--- config.mk ---
export PLATFORM = sky130hd
export DESIGN_NAME = mux_config
export DESIGN_NICKNAME = d
export VERILOG_FILES = /design/src/rtl/mux_config.sv
export SDC_FILE = /design/constraint.sdc
export NUM_CORES = 1
export LEC_CHECK = 0
export BUFFER_PORTS_ARGS = -buffer_cell sky130_fd_sc_hd__buf_2
export CORE_AREA = 2 2 117 119
export DETAILED_ROUTE_END_ITERATION = 12
export DIE_AREA = 0 0 119 121
export PLACE_DENSITY = 0.81
export SLEW_MARGIN = 25
export SYNTH_ARGS = -nofsm -noshare
export SYNTH_HDL_FRONTEND = slang
export SYNTH_SLANG_ARGS = --single-unit
--- constraint.sdc ---
create_clock -name clk -period 4.5 [get_ports clk]
set_clock_uncertainty 0.1 [all_clocks]
set_input_delay 0.9 -clock clk [delete_from_list [all_inputs] [get_ports clk]]
set_output_delay 0.9 -clock clk [all_outputs]
set_load 0.02 [all_outputs]
--- src/rtl/mux_config.sv ---
// Byte-command front end for the pin crossbar: decodes MAP/ENABLE/DISABLE/CLEAR into a
// shadow table and copies it to the live buses on COMMIT. Define MUX_CONFIG_READBACK_EN to build READ.
module mux_config #(
  parameter  int INPUT_COUNT  = 16,
  parameter  int OUTPUT_COUNT = 16,
  localparam int SEL_WIDTH    = $clog2(INPUT_COUNT)
) (
  input  logic                              clk,
  input  logic                              rst_n,
  input  logic [7:0]                        in_data,
  input  logic                              in_valid,
  output logic                              in_ready,
  output logic [7:0]                        resp_data,
  output logic                              resp_valid,
  input  logic                              resp_ready,
  output logic [SEL_WIDTH*OUTPUT_COUNT-1:0] selectors,
  output logic [OUTPUT_COUNT-1:0]           enabled_out,
  output logic                              err,
  output logic [7:0]                        err_count
);

  localparam logic [3:0] OP_MAP    = 4'h1;
  localparam logic [3:0] OP_ENABLE = 4'h2;
  localparam logic [3:0] OP_DIS    = 4'h3;
  localparam logic [3:0] OP_READ   = 4'h4;
  localparam logic [3:0] OP_COMMIT = 4'h5;
  localparam logic [3:0] OP_CLEAR  = 4'h6;

`ifdef MUX_CONFIG_READBACK_EN
  typedef enum logic [1:0] {S_IDLE, S_ARG, S_RESP} state_t;
`else
  typedef enum logic [1:0] {S_IDLE, S_ARG} state_t;
`endif

  typedef logic [OUTPUT_COUNT-1:0][SEL_WIDTH-1:0] sel_tbl_t;

  state_t                  state_q, state_d;
  logic [3:0]              idx_q, idx_d;
  sel_tbl_t                sh_sel_q, sh_sel_d, live_sel_q, live_sel_d;
  logic [OUTPUT_COUNT-1:0] sh_en_q, sh_en_d, live_en_q, live_en_d;
  logic                    err_q, err_d;
  logic [7:0]              err_cnt_q, err_cnt_d;
  logic [7:0]              resp_q, resp_d;

  logic [3:0] hdr_op, hdr_idx;
  logic       acc, idx_bad, src_bad;

  assign hdr_op  = in_data[7:4];
  assign hdr_idx = in_data[3:0];
  assign idx_bad = int'(hdr_idx) >= OUTPUT_COUNT;
  assign src_bad = int'(in_data) >= INPUT_COUNT;
  assign acc     = in_valid && in_ready;

  always_comb begin
    state_d    = state_q;
    idx_d      = idx_q;
    sh_sel_d   = sh_sel_q;
    sh_en_d    = sh_en_q;
    live_sel_d = live_sel_q;
    live_en_d  = live_en_q;
    resp_d     = resp_q;
    err_d      = 1'b0;
    case (state_q)
      S_IDLE: if (acc) begin
        case (hdr_op)
          OP_MAP:
            if (idx_bad) err_d = 1'b1;
            else begin
              idx_d   = hdr_idx;
              state_d = S_ARG;
            end
          OP_ENABLE: if (idx_bad) err_d = 1'b1; else sh_en_d[hdr_idx] = 1'b1;
          OP_DIS:    if (idx_bad) err_d = 1'b1; else sh_en_d[hdr_idx] = 1'b0;
`ifdef MUX_CONFIG_READBACK_EN
          OP_READ:
            if (idx_bad) err_d = 1'b1;
            else begin
              resp_d  = {live_en_q[hdr_idx], 7'(live_sel_q[hdr_idx])};
              state_d = S_RESP;
            end
`endif
          OP_COMMIT: begin
            live_sel_d = sh_sel_q;
            live_en_d  = sh_en_q;
          end
          OP_CLEAR: begin
            sh_sel_d = '0;
            sh_en_d  = '0;
          end
          default: err_d = 1'b1;
        endcase
      end
      S_ARG: if (acc) begin
        // A bad source drops the whole MAP; the shadow entry keeps its old value.
        if (src_bad) err_d = 1'b1;
        else         sh_sel_d[idx_q] = in_data[SEL_WIDTH-1:0];
        state_d = S_IDLE;
      end
`ifdef MUX_CONFIG_READBACK_EN
      S_RESP: if (resp_ready) state_d = S_IDLE;
`endif
      default: state_d = S_IDLE;
    endcase
    err_cnt_d = (err_d && err_cnt_q != 8'hFF) ? err_cnt_q + 8'd1 : err_cnt_q;
  end

  always_ff @(posedge clk or negedge rst_n) begin
    if (!rst_n) begin
      state_q    <= S_IDLE;
      idx_q      <= '0;
      sh_sel_q   <= '0;
      sh_en_q    <= '0;
      live_sel_q <= '0;
      live_en_q  <= '0;
      resp_q     <= '0;
      err_q      <= 1'b0;
      err_cnt_q  <= '0;
    end else begin
      state_q    <= state_d;
      idx_q      <= idx_d;
      sh_sel_q   <= sh_sel_d;
      sh_en_q    <= sh_en_d;
      live_sel_q <= live_sel_d;
      live_en_q  <= live_en_d;
      resp_q     <= resp_d;
      err_q      <= err_d;
      err_cnt_q  <= err_cnt_d;
    end
  end

  assign selectors   = live_sel_q;
  assign enabled_out = live_en_q;
  assign err         = err_q;
  assign err_count   = err_cnt_q;

`ifdef MUX_CONFIG_READBACK_EN
  assign in_ready   = (state_q != S_RESP);
  assign resp_valid = (state_q == S_RESP);
  assign resp_data  = resp_q;
`else
  // Without readback the response port is inert; resp_q stays at reset.
  logic [8:0] unused_resp;
  assign unused_resp = {resp_ready, resp_q};
  assign in_ready    = 1'b1;
  assign resp_valid  = 1'b0;
  assign resp_data   = '0;
`endif

endmodule
==> results of run 1 <==
critical path, stage by stage:
cell and delay, ns:
buf_2 0.14, nor3b_2 0.27, nand4b_1 0.73, buf_4 0.68, mux2_2 0.38
final cells by class:
type | count | area share [%]
Sequential cell | 174 | 49.1
Inverter | 2 | 0.0847
Clock buffer | 22 | 5.24
Timing Repair Buffer | 104 | 6.45
Clock inverter | 10 | 1.28
Multi-Input combinational cell | 510 | 35.3
Tap cell | 176 | 2.48
how the worst max path moves through the flow:
stage                           start                   endpoint  slack (ns)  cells after the start
3_5_place_dp                 in_valid   selectors[8]$_DFFE_PN0P_        1.11                      5
6_report                     in_valid  selectors[27]$_DFFE_PN0P_        1.58                      5
2_1_floorplan              in_data[5]   err_count[1]$_DFFE_PN0P_        2.09                      5
4_1_cts        state_q[0]$_DFFE_PN0P_    sh_sel_q[2]$_DFFE_PN0P_        1.59                      5
3_3_place_gp                 in_valid  selectors[39]$_DFFE_PN0P_        1.27                      5
5_1_grt                      in_valid  selectors[18]$_DFFE_PN0P_        1.41                      5
power by group through the flow:
stage / logic (W) / registers (W) / clock network, W
6_report: 0.00138 / 0.00241 / 0.00144
5_1_grt: 0.00150 / 0.00248 / 0.00153
4_1_cts: 0.00139 / 0.00241 / 0.00146
3_5_place_dp: 0.00138 / 0.00243 / 0
3_3_place_gp: 0.00134 / 0.00239 / 0
2_1_floorplan: 0.000596 / 0.00268 / 0
cells in the final DEF (no fill, tap or decap), types with 2 or more instances in the layout:
cell type / Yosys / routed
xor2_1: 3 / 3
mux2_2: 88 / 88
clkbuf_8: 0 / 2
inv_1: 2 / 2
nand2b_1: 8 / 8
and2_1: 3 / 4
nor4_1: 3 / 3
clkbuf_16: 0 / 17
nor3b_1: 3 / 3
or2_2: 2 / 2
o21ai_0: 35 / 35
clkbuf_1: 44 / 3
clkinv_2: 0 / 3
buf_2: 4 / 98
nor2b_1: 9 / 9
conb_1: 2 / 10
a21oi_1: 10 / 10
dfrtp_1: 174 / 173
nand4_1: 2 / 2
clkinvlp_4: 0 / 4
nand3_1: 203 / 203
nor3_1: 7 / 7
nor2_1: 18 / 18
bufinv_16: 0 / 2
buf_4: 10 / 3
nand2_1: 83 / 83
a31oi_1: 7 / 7
Yosys cell counts (all sizes together), types with 2 or more instances:
cell type,instances,share of area (%)
nand2b,8,0.65
o21ai,36,2.3
nor2,18,0.88
a31oi,7,0.57
dfrtp,174,56
nor3b,4,0.45
or2,2,0.16
inv,2,0.097
nand2,83,4.0
mux2,88,13
nor3,7,0.45
and2,4,0.32
nand4,2,0.16
nand3,203,13
a21oi,10,0.65
conb,2,0.097
nor2b,9,0.73
xor2,3,0.34
clkbuf,44,2.1
buf,17,1.4
nor4,3,0.24
sequential cells by signal, indices dropped and copies added, names as in the netlist:
| name | cells |
|---|---|
| selectors | 64 |
| state_q | 1 |
| sh_en_q | 16 |
| err_count | 8 |
| idx_q | 4 |
| enabled_out | 16 |
| err | 1 |
| sh_sel_q | 64 |
stage by stage:
| step | hold slack, ns | area [µm²] | worst slack [ns] |
|---|---|---|---|
| detailed placement | 0.388 | 8250 | 1.11 |
| global route | 0.239 | 8870 | 1.41 |
| global placement | 0.382 | 8250 | 1.27 |
| floorplan | 0.366 | 7750 | 2.09 |
| finish | 0.236 | 8870 | 1.58 |
| CTS | 0.402 | 8830 | 1.59 |
metal layers:
metal / vias up / share of wire (%)
li1: 2720 / -
met1: 2963 / 42
met2: 264 / 49
met3: 24 / 6.8
met4: 0 / 1.7
met5: - / 0
logic make-up after synthesis:
family | Yosys count
AO/OA/AOI/OAI | 57
XOR/XNOR | 3
adder cells (fa/ha/maj) | 1
buffers and inverters | 63
flip-flops | 174
multiplexers | 89
other | 2
AND/OR/NAND/NOR | 350
==> flow_summary.yaml, run 1 <==
logic_synthesis:
  synth_edf_count: 0
  yosys_warnings: 0
  synthMuxAreaShare_pct: 13.0
  synth-compound-area-share_pct: 4.23
  synth_seq_area_share_pct: 56.4
  synth.cell_area_mm2: 0.00772
  netlist_instances: 739
  avgSynthCellArea_um2: 10.4
  synth-seq-cells: 174
  synthFlopType: "dfrtp_1"
  async_reset_ff_share_pct: 100
  synth.distinct_cells: 39
  synthAdderAreaFrac_pct: 0.162
  synth_simple_gate_area_share_pct: 22.2
  synth_top_family_by_area: "simple AND/OR/NAND/NOR gates"
  synth_xor_area_share_pct: 0.340
critical_path:
  arrival_ns: 3.14
  crit_type: "input port to register"
  reg2reg_to: "sh_sel_q[56]$_DFFE_PN0P_"
  regToRegStartpoint: "state_q[0]$_DFFE_PN0P_"
  rr_worst_depth: 6
  crit_path_end_kind: "register"
  cp-start-kind: "input port"
  cp_max_fo: 64
  rrSetupSlack_ns: 1.73
  critPathRequiredTime_ns: 4.71
clocking:
  cts_setup_buffers: 0
  cts_tree: "done"
  hold_buffers: 0
  numCtsBuffers: 17
  cts.sinks: 174
  clkTransAtPathRegs_ns: 0.06
  htree_num_levels: 4
  clockRootBuffer: "clkbuf_16"
  cts_resized: 0
  cts_max_path_buffers: 2
  clk_latency_ns: 0.43
pwr:
  p_per_area_mw_per_mm2: 589
  clkPwrFrac_pct: 27.5
  switching_share_pct: 34.3
  worst_ir_drop_vdd_uv: 342
  seqPwrFrac_pct: 46.1
  internal_power_w: 0.00343
  p_leak_nw: 4.00
  power.total_w: 0.00523
  switchingPower_w: 0.00179
  p_comb_share_pct: 26.4
place:
  dp_cells: 965
  dp_hpwl_um: 11000
  gp_congestion: 0.844
  port_buffers: 99
floorplanning:
  core_area_mm2: 0.0131
  dieArea_mm2: 0.0144
  io_pins: 111
  die_h_um: 121
  die_w_um: 119
  start_util_pct: 59.0
  row_count: 42
route:
  drtAntennaViolNets: 0
  drt_iter0_drc: 534
  wl_per_cell_um: 17.2
  avgViaCountPerCell: 5.98
  drc: 0
  drtPass1Iterations: 6
  wirelength_um: 17200
  vias: 5971
run:
  max_cap_violations: 0
grt:
  met2_usage_pct: 39.9
  grt_busiest_layer: "met2"
  antenna_found_initial: 0
  met1_usage_pct: 33.0
  grt_overflow_total: 0
  use_met3_pct: 5.59
  first_global_vias: 5831
  grt_max_degree: 106
  grt_pass1_wl_um: 28500
  grt_use_total_pct: 24.9
cells_and_area:
  area_delta_synth_final_pct: 14.9
  fillers: 974
  multiInputGateArea_mm2: 0.00313
  final_nets: 822
  finalNonFillerCells: 998
  fin_util_pct: 67.8
  drive_gt1_share_pct: 28.0
  diodes: 0
  ff_latch_area_mm2: 0.00436
timing:
  fmaxAchievable_mhz: 342
  drv_slew: 0
  fin_crit_sh_pct: 65.0
  rsz0062_at_grt: "false"
  max-slew-margin-rel_pct: 41.3
  setup_violations: 0
  hold_violations: 0
  worst_slew_pin_slew_ns: 0.876
  min_period_ns: 2.92
  fin_tns_setup_ns: 0
run_status:
  outcome: "finished clean"
worst_hold_path:
  min_path_type: "input port to asynchronous set/reset pin"
Power figures use the tool's default switching activity.
==> run 2, diff against run 1 <==
CORE_AREA = 2 2 120 122   (was 2 2 117 119)
DIE_AREA = 0 0 122 124   (was 0 0 119 121)
PLACE_DENSITY = 0.77   (was 0.81)
clock period = 2.8 ns   (was 4.5 ns; I/O delays follow)
==> run 2 against run 1 <==
Net effect:
- critical path depth unchanged
- die area grew 5.1%
- hold slack lost 0.23 ns
- utilization down 3.0 points
- first-iteration DRC count down 0.37%
- wire length rose by 0.65%
- clock power is 51% higher
- worst setup slack lost 0.99 ns
- power increased by 58%
- combinational power rose by 60%
- clock-buffer cell count shrank 2
- highest routed layer unchanged
==> flow_summary.yaml, run 2 (synthesis gave the netlist of run 1 again) <==
run_status:
  outcome: "finished clean"
pwr:
  internal_power_w: 0.00537
  p_leak_nw: 4.02
  switchingPower_w: 0.00289
  p_comb_share_pct: 26.8
  switching_share_pct: 35.0
  clkPwrFrac_pct: 26.3
  seqPwrFrac_pct: 46.9
  p_per_area_mw_per_mm2: 930
  worst_ir_drop_vdd_uv: 517
critical_path:
  slowest_stage: "and2_0"
  crit_path_end_kind: "register"
  cp_max_fo: 69
  arrival_ns: 2.47
  regToRegStartpoint: "state_q[0]$_DFFE_PN0P_"
  critPathRequiredTime_ns: 3.06
  worstPathCellList: "buf_4 -> and2_0 -> buf_4 -> nand3_1 -> nand3_1"
  max_stage_delay_ns: 0.57
  reg2reg_to: "sh_sel_q[58]$_DFFE_PN0P_"
  rr_worst_depth: 5
  cp-start-kind: "register"
  crit_type: "register to register"
  rrSetupSlack_ns: 0.59
clocking:
  cts.sinks: 174
  cts_setup_buffers: 0
  numCtsBuffers: 17
  cts_tree: "done"
  hold_buffers: 0
  clkTransAtPathRegs_ns: 0.06
  clk_latency_ns: 0.42
  clockRootBuffer: "clkbuf_16"
  htree_num_levels: 4
  cts_max_path_buffers: 2
  cts_resized: 0
floorplanning:
  die_w_um: 122
  dieArea_mm2: 0.0151
  core_area_mm2: 0.0137
  die_h_um: 124
  row_count: 43
  io_pins: 111
  start_util_pct: 56.3
cells_and_area:
  fillers: 1089
  final_nets: 829
  area_delta_synth_final_pct: 15.1
  diodes: 0
  design_area_mm2: 0.00888
  layout_commonest_cell: "nand3_1"
  mostFrequentLayoutCells: "nand3_1, dfrtp_1, buf_2, mux2_2, nand2_1"
  drive_gt1_share_pct: 28.9
  fin_util_pct: 64.7
timing:
  drv_slew: 0
  worst_slew_pin_slew_ns: 0.789
  rsz0062_at_grt: "false"
  setup_violations: 0
  max-slew-margin-rel_pct: 47.4
  min_period_ns: 2.21
  fin_crit_sh_pct: 79.0
  fmaxAchievable_mhz: 452
  fin_tns_setup_ns: 0
  setup_ws_ns: 0.588
  hold_violations: 0
grt:
  grt_use_total_pct: 24.2
  first_global_vias: 5778
  grt_max_degree: 70
  grt_overflow_total: 0
  antenna_found_initial: 0
  grt_pass1_wl_um: 28600
place:
  port_buffers: 99
  dp_hpwl_um: 11400
  dp_slack_ns: 0.459
  gp_congestion: 0.869
  dpl_cell_area_mm2: 0.00833
route:
  drt_iter0_drc: 532
  wirelength_met1_um: 7240
  wirelength_um: 17300
  drtPass1Iterations: 6
  avgViaCountPerCell: 5.91
  vias: 5954
  highest_layer: "met4"
  wl_per_cell_um: 17.1
  drtAntennaViolNets: 0
  met3_length_um: 1140
  drc: 0
  wl_met2_um: 8510
run:
  max_cap_violations: 0
worst_hold_path:
  min_path_type: "input port to asynchronous set/reset pin"
-- run 2: worst max path at each step --
stage | depth (start not counted) | start | end
4_1_cts | 5 | state_q[0]$_DFFE_PN0P_ | sh_sel_q[58]$_DFFE_PN0P_
5_1_grt | 5 | state_q[0]$_DFFE_PN0P_ | sh_sel_q[62]$_DFFE_PN0P_
2_1_floorplan | 5 | in_data[5] | err_count[1]$_DFFE_PN0P_
6_report | 5 | state_q[0]$_DFFE_PN0P_ | sh_sel_q[58]$_DFFE_PN0P_
3_3_place_gp | 5 | in_valid | selectors[39]$_DFFE_PN0P_
3_5_place_dp | 5 | in_valid | selectors[59]$_DFFE_PN0P_
-- run 2: per-stage QoR --
stage / hold WS [ns] / power, W / std cells
after floorplan: 0.164 / 0.00526 / 747
after global placement: 0.382 / 0.00601 / 977
after detailed placement: 0.388 / 0.00614 / 977
after CTS: 0.0263 / 0.00833 / 1008
after global routing: 0.0489 / 0.00874 / 1008
final: 0.00971 / 0.00826 / 1008
-- run 2: area by class of cell --
cell class	instances	area, µm²	area share (%)
flip-flops and latches	174	4360	49.0
multi-input cells	510	3130	35.2
repair buffers	111	617	6.94
clock buffers	20	467	5.25
well taps	180	225	2.54
clock inverters	11	83.8	0.944
inverters	2	7.51	0.0845
-- run 2: power groups by stage --
stage / logic [W] / registers [W] / clock network, W
after floorplan: 0.000958 / 0.00430 / 0
after global placement: 0.00216 / 0.00385 / 0
after detailed placement: 0.00222 / 0.00392 / 0
after CTS: 0.00224 / 0.00387 / 0.00222
after global routing: 0.00242 / 0.00397 / 0.00234
final: 0.00221 / 0.00388 / 0.00217
-- run 2: layer usage --
layer	vias up	track usage (%)
li1	2736	-
met1	2911	32.3
met2	268	38.3
met3	39	4.81
met4	0	11.1
met5	-	0
-- run 2: critical path, delay by kind of cell, from the launching register on --
| kind | cells | cell delay [ns] |
|---|---|---|
| buffers and inverters | 2 | 0.84 |
| AND/OR/NAND/NOR | 3 | 0.79 |
| flip-flops | 1 | 0.41 |
